### config.mk
export PLATFORM = sky130hd
export DESIGN_NAME = i2c_target_regfile_flat
export DESIGN_NICKNAME = d
export VERILOG_FILES = /design/src/rtl/i2c_target_regfile_if.sv /design/src/rtl/i2c_target_regfile.sv /design/src/flat_wrapper.sv
export SDC_FILE = /design/constraint.sdc
export NUM_CORES = 1
export LEC_CHECK = 0
export ABC_AREA = 1
export CORE_ASPECT_RATIO = 0.9
export CORE_UTILIZATION = 35
export CTS_CLUSTER_DIAMETER = 60
export DETAILED_ROUTE_END_ITERATION = 12
export PLACE_DENSITY = 0.48
export SYNTH_ARGS = -nofsm -noshare
export SYNTH_HDL_FRONTEND = slang
export SYNTH_SLANG_ARGS = --single-unit
### constraint.sdc
create_clock -name clk -period 4 [get_ports clk]
set_clock_uncertainty 0.15 [all_clocks]
set_input_delay 0.6 -clock clk [delete_from_list [all_inputs] [get_ports clk]]
set_output_delay 0.6 -clock clk [all_outputs]
set_load 0.02 [all_outputs]
### src/rtl/i2c_target_regfile_if.sv
// Host-side port of the I2C target register file.
//   host_we/host_addr/host_wdata : on-chip host write port (1-cycle write enable)
//   host_rdata                   : combinational read of reg[host_addr]
//   wr_strobe/wr_idx             : 1-cycle notification of a register written from the I2C bus
// Modports: master = on-chip control logic, slave = the register file.
interface i2c_target_regfile_if #(
  parameter int unsigned REG_AW = 4
);
  logic              host_we;
  logic [REG_AW-1:0] host_addr;
  logic [7:0]        host_wdata;
  logic [7:0]        host_rdata;
  logic              wr_strobe;
  logic [REG_AW-1:0] wr_idx;

  modport master (
    output host_we, host_addr, host_wdata,
    input  host_rdata, wr_strobe, wr_idx
  );

  modport slave (
    input  host_we, host_addr, host_wdata,
    output host_rdata, wr_strobe, wr_idx
  );
endinterface

### src/rtl/i2c_target_regfile.sv
// Oversampled I2C target fronting a byte-wide register file of 2**REG_AW entries.
// SCL/SDA are synchronised (2 FF), glitch-filtered (FILTER_LEN stable samples) and
// edge-detected on clk. Pointer-addressed writes/reads with auto-increment and
// repeated START; the pointer persists across transactions.
// Ports:
//   clk, reset        system clock, synchronous active-high reset
//   scl_in, sda_in    raw pin levels (asynchronous)
//   sda_oe            1 = pull SDA low
//   address           7-bit target address
//   busy              high from address match until STOP / repeated START
//   host              host register port (see i2c_target_regfile_if)
module i2c_target_regfile #(
  parameter int unsigned REG_AW     = 4,
  parameter int unsigned FILTER_LEN = 3
) (
  input  logic                 clk,
  input  logic                 reset,
  input  logic                 scl_in,
  input  logic                 sda_in,
  output logic                 sda_oe,
  input  logic [6:0]           address,
  output logic                 busy,
  i2c_target_regfile_if.slave  host
);

  localparam int unsigned DEPTH = 2**REG_AW;
  localparam int unsigned CW    = (FILTER_LEN > 1) ? $clog2(FILTER_LEN) : 1;
  localparam logic [CW-1:0] CNT_MAX = CW'(FILTER_LEN - 1);

  localparam logic [2:0] ST_IDLE     = 3'd0;
  localparam logic [2:0] ST_ADDR     = 3'd1;
  localparam logic [2:0] ST_ADDR_ACK = 3'd2;
  localparam logic [2:0] ST_RX_PTR   = 3'd3;
  localparam logic [2:0] ST_RX_DATA  = 3'd4;
  localparam logic [2:0] ST_TX       = 3'd5;
  localparam logic [2:0] ST_TX_ACK   = 3'd6;
  localparam logic [2:0] ST_IGNORE   = 3'd7;

  // ---------------- input conditioning: index 1 = SCL, index 0 = SDA
  logic [1:0]    sync1, sync2, filt, filt_d;
  logic [CW-1:0] cnt [2];

  always_ff @(posedge clk) begin
    if (reset) begin
      sync1  <= '1;
      sync2  <= '1;
      filt   <= '1;
      filt_d <= '1;
      for (int unsigned i = 0; i < 2; i++) cnt[i] <= '0;
    end else begin
      sync1  <= {scl_in, sda_in};
      sync2  <= sync1;
      filt_d <= filt;
      for (int unsigned i = 0; i < 2; i++) begin
        // A new level is accepted only after FILTER_LEN consecutive differing samples.
        if (sync2[i] == filt[i]) begin
          cnt[i] <= '0;
        end else if (cnt[i] == CNT_MAX) begin
          filt[i] <= sync2[i];
          cnt[i]  <= '0;
        end else begin
          cnt[i] <= cnt[i] + 1'b1;
        end
      end
    end
  end

  logic scl_f, sda_f, scl_d, sda_d;
  logic scl_rise, scl_fall, start_ev, stop_ev;

  always_comb begin
    scl_f    = filt[1];
    sda_f    = filt[0];
    scl_d    = filt_d[1];
    sda_d    = filt_d[0];
    scl_rise = scl_f & ~scl_d;
    scl_fall = ~scl_f & scl_d;
    start_ev = scl_f & scl_d & sda_d & ~sda_f;
    stop_ev  = scl_f & scl_d & ~sda_d & sda_f;
  end

  // ---------------- protocol state
  logic [2:0]        state;
  logic [3:0]        bitcnt;
  logic [6:0]        shreg;
  logic [7:0]        tx_sh;
  logic              rw;
  logic              addr_ack_on;
  logic [1:0]        ack_ph;   // RX byte ACK: 0 idle, 1 assert on next fall, 2 release on next fall
  logic              nack;
  logic [REG_AW-1:0] ptr;
  logic [7:0]        regs [DEPTH];
  logic [7:0]        rx_byte;
  logic [7:0]        tx_cur;

  always_comb begin
    rx_byte = {shreg, sda_f};
    tx_cur  = regs[ptr];
  end

  assign host.host_rdata = regs[host.host_addr];

  always_ff @(posedge clk) begin
    if (reset) begin
      state       <= ST_IDLE;
      bitcnt      <= '0;
      shreg       <= '0;
      tx_sh       <= '0;
      rw          <= 1'b0;
      addr_ack_on <= 1'b0;
      ack_ph      <= '0;
      nack        <= 1'b0;
      ptr         <= '0;
      sda_oe      <= 1'b0;
      busy        <= 1'b0;
      host.wr_strobe <= 1'b0;
      host.wr_idx    <= '0;
      for (int unsigned i = 0; i < DEPTH; i++) regs[i] <= '0;
    end else begin
      host.wr_strobe <= 1'b0;
      // Host write first; a same-cycle bus write below to the same index overrides it.
      if (host.host_we) regs[host.host_addr] <= host.host_wdata;

      if (start_ev) begin
        state       <= ST_ADDR;
        bitcnt      <= '0;
        sda_oe      <= 1'b0;
        busy        <= 1'b0;
        addr_ack_on <= 1'b0;
        ack_ph      <= '0;
      end else if (stop_ev) begin
        state       <= ST_IDLE;
        sda_oe      <= 1'b0;
        busy        <= 1'b0;
        addr_ack_on <= 1'b0;
        ack_ph      <= '0;
      end else begin
        case (state)
          ST_ADDR: begin
            if (scl_rise) begin
              shreg <= rx_byte[6:0];
              if (bitcnt == 4'd7) begin
                bitcnt <= '0;
                if (rx_byte[7:1] == address) begin
                  state <= ST_ADDR_ACK;
                  busy  <= 1'b1;
                  rw    <= rx_byte[0];
                end else begin
                  state <= ST_IGNORE;
                end
              end else begin
                bitcnt <= bitcnt + 4'd1;
              end
            end
          end

          ST_ADDR_ACK: begin
            if (scl_fall) begin
              if (!addr_ack_on) begin
                sda_oe      <= 1'b1;
                addr_ack_on <= 1'b1;
              end else begin
                addr_ack_on <= 1'b0;
                if (rw) begin
                  tx_sh  <= {tx_cur[6:0], 1'b0};
                  sda_oe <= ~tx_cur[7];
                  bitcnt <= 4'd1;
                  state  <= ST_TX;
                end else begin
                  sda_oe <= 1'b0;
                  bitcnt <= '0;
                  state  <= ST_RX_PTR;
                end
              end
            end
          end

          ST_RX_PTR, ST_RX_DATA: begin
            // The master's 9th (ACK) clock rise is ignored while ack_ph != 0.
            if (scl_rise && ack_ph == 2'd0) begin
              shreg <= rx_byte[6:0];
              if (bitcnt == 4'd7) begin
                bitcnt <= '0;
                ack_ph <= 2'd1;
                if (state == ST_RX_PTR) begin
                  ptr <= rx_byte[REG_AW-1:0];
                end else begin
                  regs[ptr]      <= rx_byte;
                  host.wr_strobe <= 1'b1;
                  host.wr_idx    <= ptr;
                  ptr            <= ptr + 1'b1;
                end
              end else begin
                bitcnt <= bitcnt + 4'd1;
              end
            end else if (scl_fall && ack_ph == 2'd1) begin
              sda_oe <= 1'b1;
              ack_ph <= 2'd2;
            end else if (scl_fall && ack_ph == 2'd2) begin
              sda_oe <= 1'b0;
              ack_ph <= 2'd0;
              state  <= ST_RX_DATA;
            end
          end

          ST_TX: begin
            if (scl_fall) begin
              if (bitcnt == 4'd8) begin
                sda_oe <= 1'b0;
                state  <= ST_TX_ACK;
              end else begin
                sda_oe <= ~tx_sh[7];
                tx_sh  <= {tx_sh[6:0], 1'b0};
                bitcnt <= bitcnt + 4'd1;
              end
            end
          end

          ST_TX_ACK: begin
            if (scl_rise) begin
              nack <= sda_f;
              ptr  <= ptr + 1'b1;
            end else if (scl_fall) begin
              if (!nack) begin
                tx_sh  <= {tx_cur[6:0], 1'b0};
                sda_oe <= ~tx_cur[7];
                bitcnt <= 4'd1;
                state  <= ST_TX;
              end else begin
                sda_oe <= 1'b0;
                state  <= ST_IGNORE;
              end
            end
          end

          default: begin
            sda_oe <= 1'b0;
          end
        endcase
      end
    end
  end

endmodule

### src/flat_wrapper.sv
// flat-port wrapper written by rule: the top's interface ports become plain ports
module i2c_target_regfile_flat 
#(
  parameter int unsigned REG_AW     = 4,
  parameter int unsigned FILTER_LEN = 3
)
  (clk, reset, scl_in, sda_in, sda_oe, address, busy, host_host_we, host_host_addr, host_host_wdata, host_host_rdata, host_wr_strobe, host_wr_idx);
  i2c_target_regfile_if #(.REG_AW(REG_AW)) host_i ();
  input  logic clk;
  input  logic reset;
  input  logic scl_in;
  input  logic sda_in;
  output logic sda_oe;
  input  logic [6:0] address;
  output logic busy;
  input wire logic [$bits(host_i.host_we)-1:0] host_host_we;
  input wire logic [$bits(host_i.host_addr)-1:0] host_host_addr;
  input wire logic [$bits(host_i.host_wdata)-1:0] host_host_wdata;
  output wire logic [$bits(host_i.host_rdata)-1:0] host_host_rdata;
  output wire logic [$bits(host_i.wr_strobe)-1:0] host_wr_strobe;
  output wire logic [$bits(host_i.wr_idx)-1:0] host_wr_idx;
  assign host_i.host_we = host_host_we;
  assign host_i.host_addr = host_host_addr;
  assign host_i.host_wdata = host_host_wdata;
  assign host_host_rdata = host_i.host_rdata;
  assign host_wr_strobe = host_i.wr_strobe;
  assign host_wr_idx = host_i.wr_idx;
  i2c_target_regfile #(.REG_AW(REG_AW), .FILTER_LEN(FILTER_LEN)) u_core (.clk(clk), .reset(reset), .scl_in(scl_in), .sda_in(sda_in), .sda_oe(sda_oe), .address(address), .busy(busy), .host(host_i));
endmodule
==> results.md <==
* Outcome: finished clean
* P_leak at 4.20 nW
* Die Span Y at 170 um
* Clock buffers created by TritonCTS at 17
* DRT Pass-1 Iters at 5
* Layout Nets at 1,369
* Worst slew pin tran at 1.19 ns
* Final Cycle Share at 89.7%
* Clock share of power at 29.2%
* Post-synthesis adder-cell area fraction at 0.911%
* CTS Hold Bufs at 0
* Starting Density at 35.6%
* Core Util, Final at 39.8%
* Pins Over Slew Limit at 0
* Clk_lat worst skew at 0.45 ns
* Internal at 3.60 mW
* XOR/XNOR Fraction of Synth Area at 0.717%
* Hold Path Depth at 1
* Synth top area share at 36.1%
* Critical path type: input port to primary output
* Final Hold Fails at 0
* 1st-iter DRT viols at 1,109
* Layout cells sized above 1 at 10.0%
* PostCTS Resize Cnt at 0
* Asr flop ratio synth at 0%
* Met2 wire len at 18.2 mm
* Mean area per synthesized cell at 8.23 um2
* Endpoints failing setup at 0
* Number of global-route vias before repair at 9,247
* Met1 wire length at 19.1 mm
* Sw Ratio at 39.7%
* Unrepaired setup endpoints after global routing: false
* Estimated wirelength of the detail-placed design at 28.5 mm
* Combinational share of power at 31.2%
* CP endpoint kind: primary output
* Seq cells post-synth at 181
* Worst Setup Start Kind: input port
* All-Layer GR Usage at 25.9%
* DIE WIDTH at 189 um
* Worst slack at placement at 0.492 ns
* Met3 WL post-DR at 2.79 mm
* Crit path arrival time at 2.84 ns
* Sequential fraction of the synthesis area at 45.0%
* Initial antenna violation count at 0
* CP max stage delay at 0.61 ns
* Postcts setup bufs at 0
* CP cell instances: clkdlybuf4s50_1, nand2_1, buf_4, o211ai_1, nand2_1, nand4_1, clkdlybuf4s50_1
* Total global routing overflow at 0
* Combinational family with the most area after synthesis: simple AND/OR/NAND/NOR gates
* Post-route setup slack at 0.412 ns
* Post-synthesis instance total at 1,335
* Fmax at 279 MHz
* Count leader, synth: nand2_1
* Synth Flop Type: edfxtp_1
* IO Port Bufs at 38
* Final min period at 3.59 ns
* Post-Synthesis Cell Area at 11,000 um2
* Number of remaining DRC errors at 0
* Worst path slowest cell: clkdlybuf4s50_1
* Total power at 5.97 mW
* Clock Tree Root: clkbuf_16
* DRT Wirelength at 41.1 mm
* Net switching power at 2.37 mW
* Post-synthesis simple-gate area fraction at 27.2%
* Placer Congestion at 0.898
* TNS Setup at 0 ns
* Row Count at 61
* Worst-path fanout max at 33
* TritonCTS clock tree: yes
* Yosys top cell by area: edfxtp_1
* R2R depth at 8
* IO Pins at 39
* Area of the die at 32,100 um2
* Multiplexer area fraction after synthesis at 0%
* Worst EP required at 3.25 ns
* Clk slew on worst S/H paths at 0.07 ns
* CTS H-Tree Depth at 4
* Yosys cell types at 43
* Post-synthesis compound-gate area fraction at 18.3%
* Sequential share of power at 39.6%
* Clock sinks at 181
* Vias at 10,100
* Largest net degree at the start of global routing at 99
* Most common library cells after synthesis: 197 x nand2_1, 163 x nand3_1, 141 x nor2_1
* Max Root-Sink Buffers at 2
* Number of flops mapped to enable cells by yosys at 132
* Highest routed layer: met4
* Worst Hold Class: flip-flop to flip-flop
* Global-route wire length before repair at 60.9 mm
* Number of synthesis warnings at 0
* Antenna Diode Count at 0
* Max VDD drop at 0.294 mV
* Post-DRT Antenna Nets at 0
* Core ar. at 30,900 um2
* Power per Cell Area at 486 nW/um2
* Vias per cell at 5.73
* P&R area growth vs syn at 11.9%
* Slew margin rel. at 20.0%
* Main area contributors after synthesis: edfxtp_1 36%, dfxtp_1 8.9%, nand3_1 7.4%
* WL/cell at 23.4 um
* Max Cap Violations at 0
state kept, by name (all words and copies together), names as in the netlist, named ones only:
name and count:
u_core.regs 128, u_core.shreg 7, u_core.tx_sh 7, u_core.bitcnt 4
u_core.cnt 4, u_core.host.wr_idx 4, u_core.ptr 4, u_core.state 3
u_core.ack_ph 2, u_core.filt 2, u_core.filt_d 2, u_core.sync1 2
u_core.sync2 2, u_core.addr_ack_on 1, u_core.busy 1, u_core.host.wr_strobe 1
u_core.nack 1, u_core.rw 1, u_core.sda_oe 1
stage by stage:
step	area (um2)	cells	hold slack, ns
global route	12300	1758	0.286
CTS	12300	1758	0.262
detailed placement	11700	1727	0.246
finish	12300	1758	0.261
global placement	11700	1727	0.243
floorplan	11000	1338	0.239
critical path: cells and delay by family:
family,cells,cell delay [ns]
compound gates,1,0.40
buf+inv,3,1.46
simple gates,3,0.35
power groups by stage:
stage / Combinational (mW) / Clock (mW) / Sequential (mW)
final: 1.86 / 1.74 / 2.37
after global routing: 2.04 / 1.82 / 2.38
after detailed placement: 1.84 / 0 / 2.40
after floorplan: 1.26 / 0 / 2.29
after global placement: 1.84 / 0 / 2.41
after CTS: 1.84 / 1.75 / 2.36
routing by layer:
layer	global-route usage (%)	vias up
met5	0	-
met1	36.2	4860
met3	4.68	47
met4	7.85	0
met2	40.6	420
li1	-	4750
worst paths after layout:
check / from / end / slack [ns]
worst max-delay path: host_host_addr[1] / host_host_rdata[1] / 0.41
worst min-delay path: u_core.sync1[1]$_SDFF_PP1_ / u_core.sync2[1]$_SDFF_PP1_ / 0.26
worst max register to register: u_core.bitcnt[0]$_SDFFE_PP0P_ / u_core.regs[8][7]$_DFFE_PP_ / 0.61
worst min register to register: u_core.sync1[1]$_SDFF_PP1_ / u_core.sync2[1]$_SDFF_PP1_ / 0.26
logic make-up after synthesis:
family | count (synthesis)
xor gates and xnor gates | 9
buffers and inverters | 203
and+or+nand+nor | 603
AOI/OAI and AO/OA | 330
DFF | 181
adders and majority gates | 8
other | 1
cells in the final DEF, fill, tap and decap left out, types with 36 or more instances in the layout:
| master | count |
|---|---|
| nand2_1 | 197 |
| nand3_1 | 163 |
| nor2_1 | 139 |
| edfxtp_1 | 132 |
| o21ai_1 | 117 |
| inv_1 | 98 |
| o211ai_1 | 75 |
| nand4_1 | 49 |
| dfxtp_1 | 47 |
| o21ai_0 | 42 |
| clkdlybuf4s50_1 | 38 |
| a21oi_1 | 36 |
area by class of cell:
type / count / area, um2
Tap cell: 409 / 512
Sequential cell: 181 / 4950
Clock inverter: 13 / 148
Fill cell: 3196 / 18600
Inverter: 111 / 417
Multi-Input combinational cell: 954 / 5200
Timing Repair Buffer: 72 / 648
Clock buffer: 18 / 429
Power figures use the tool's default switching activity.
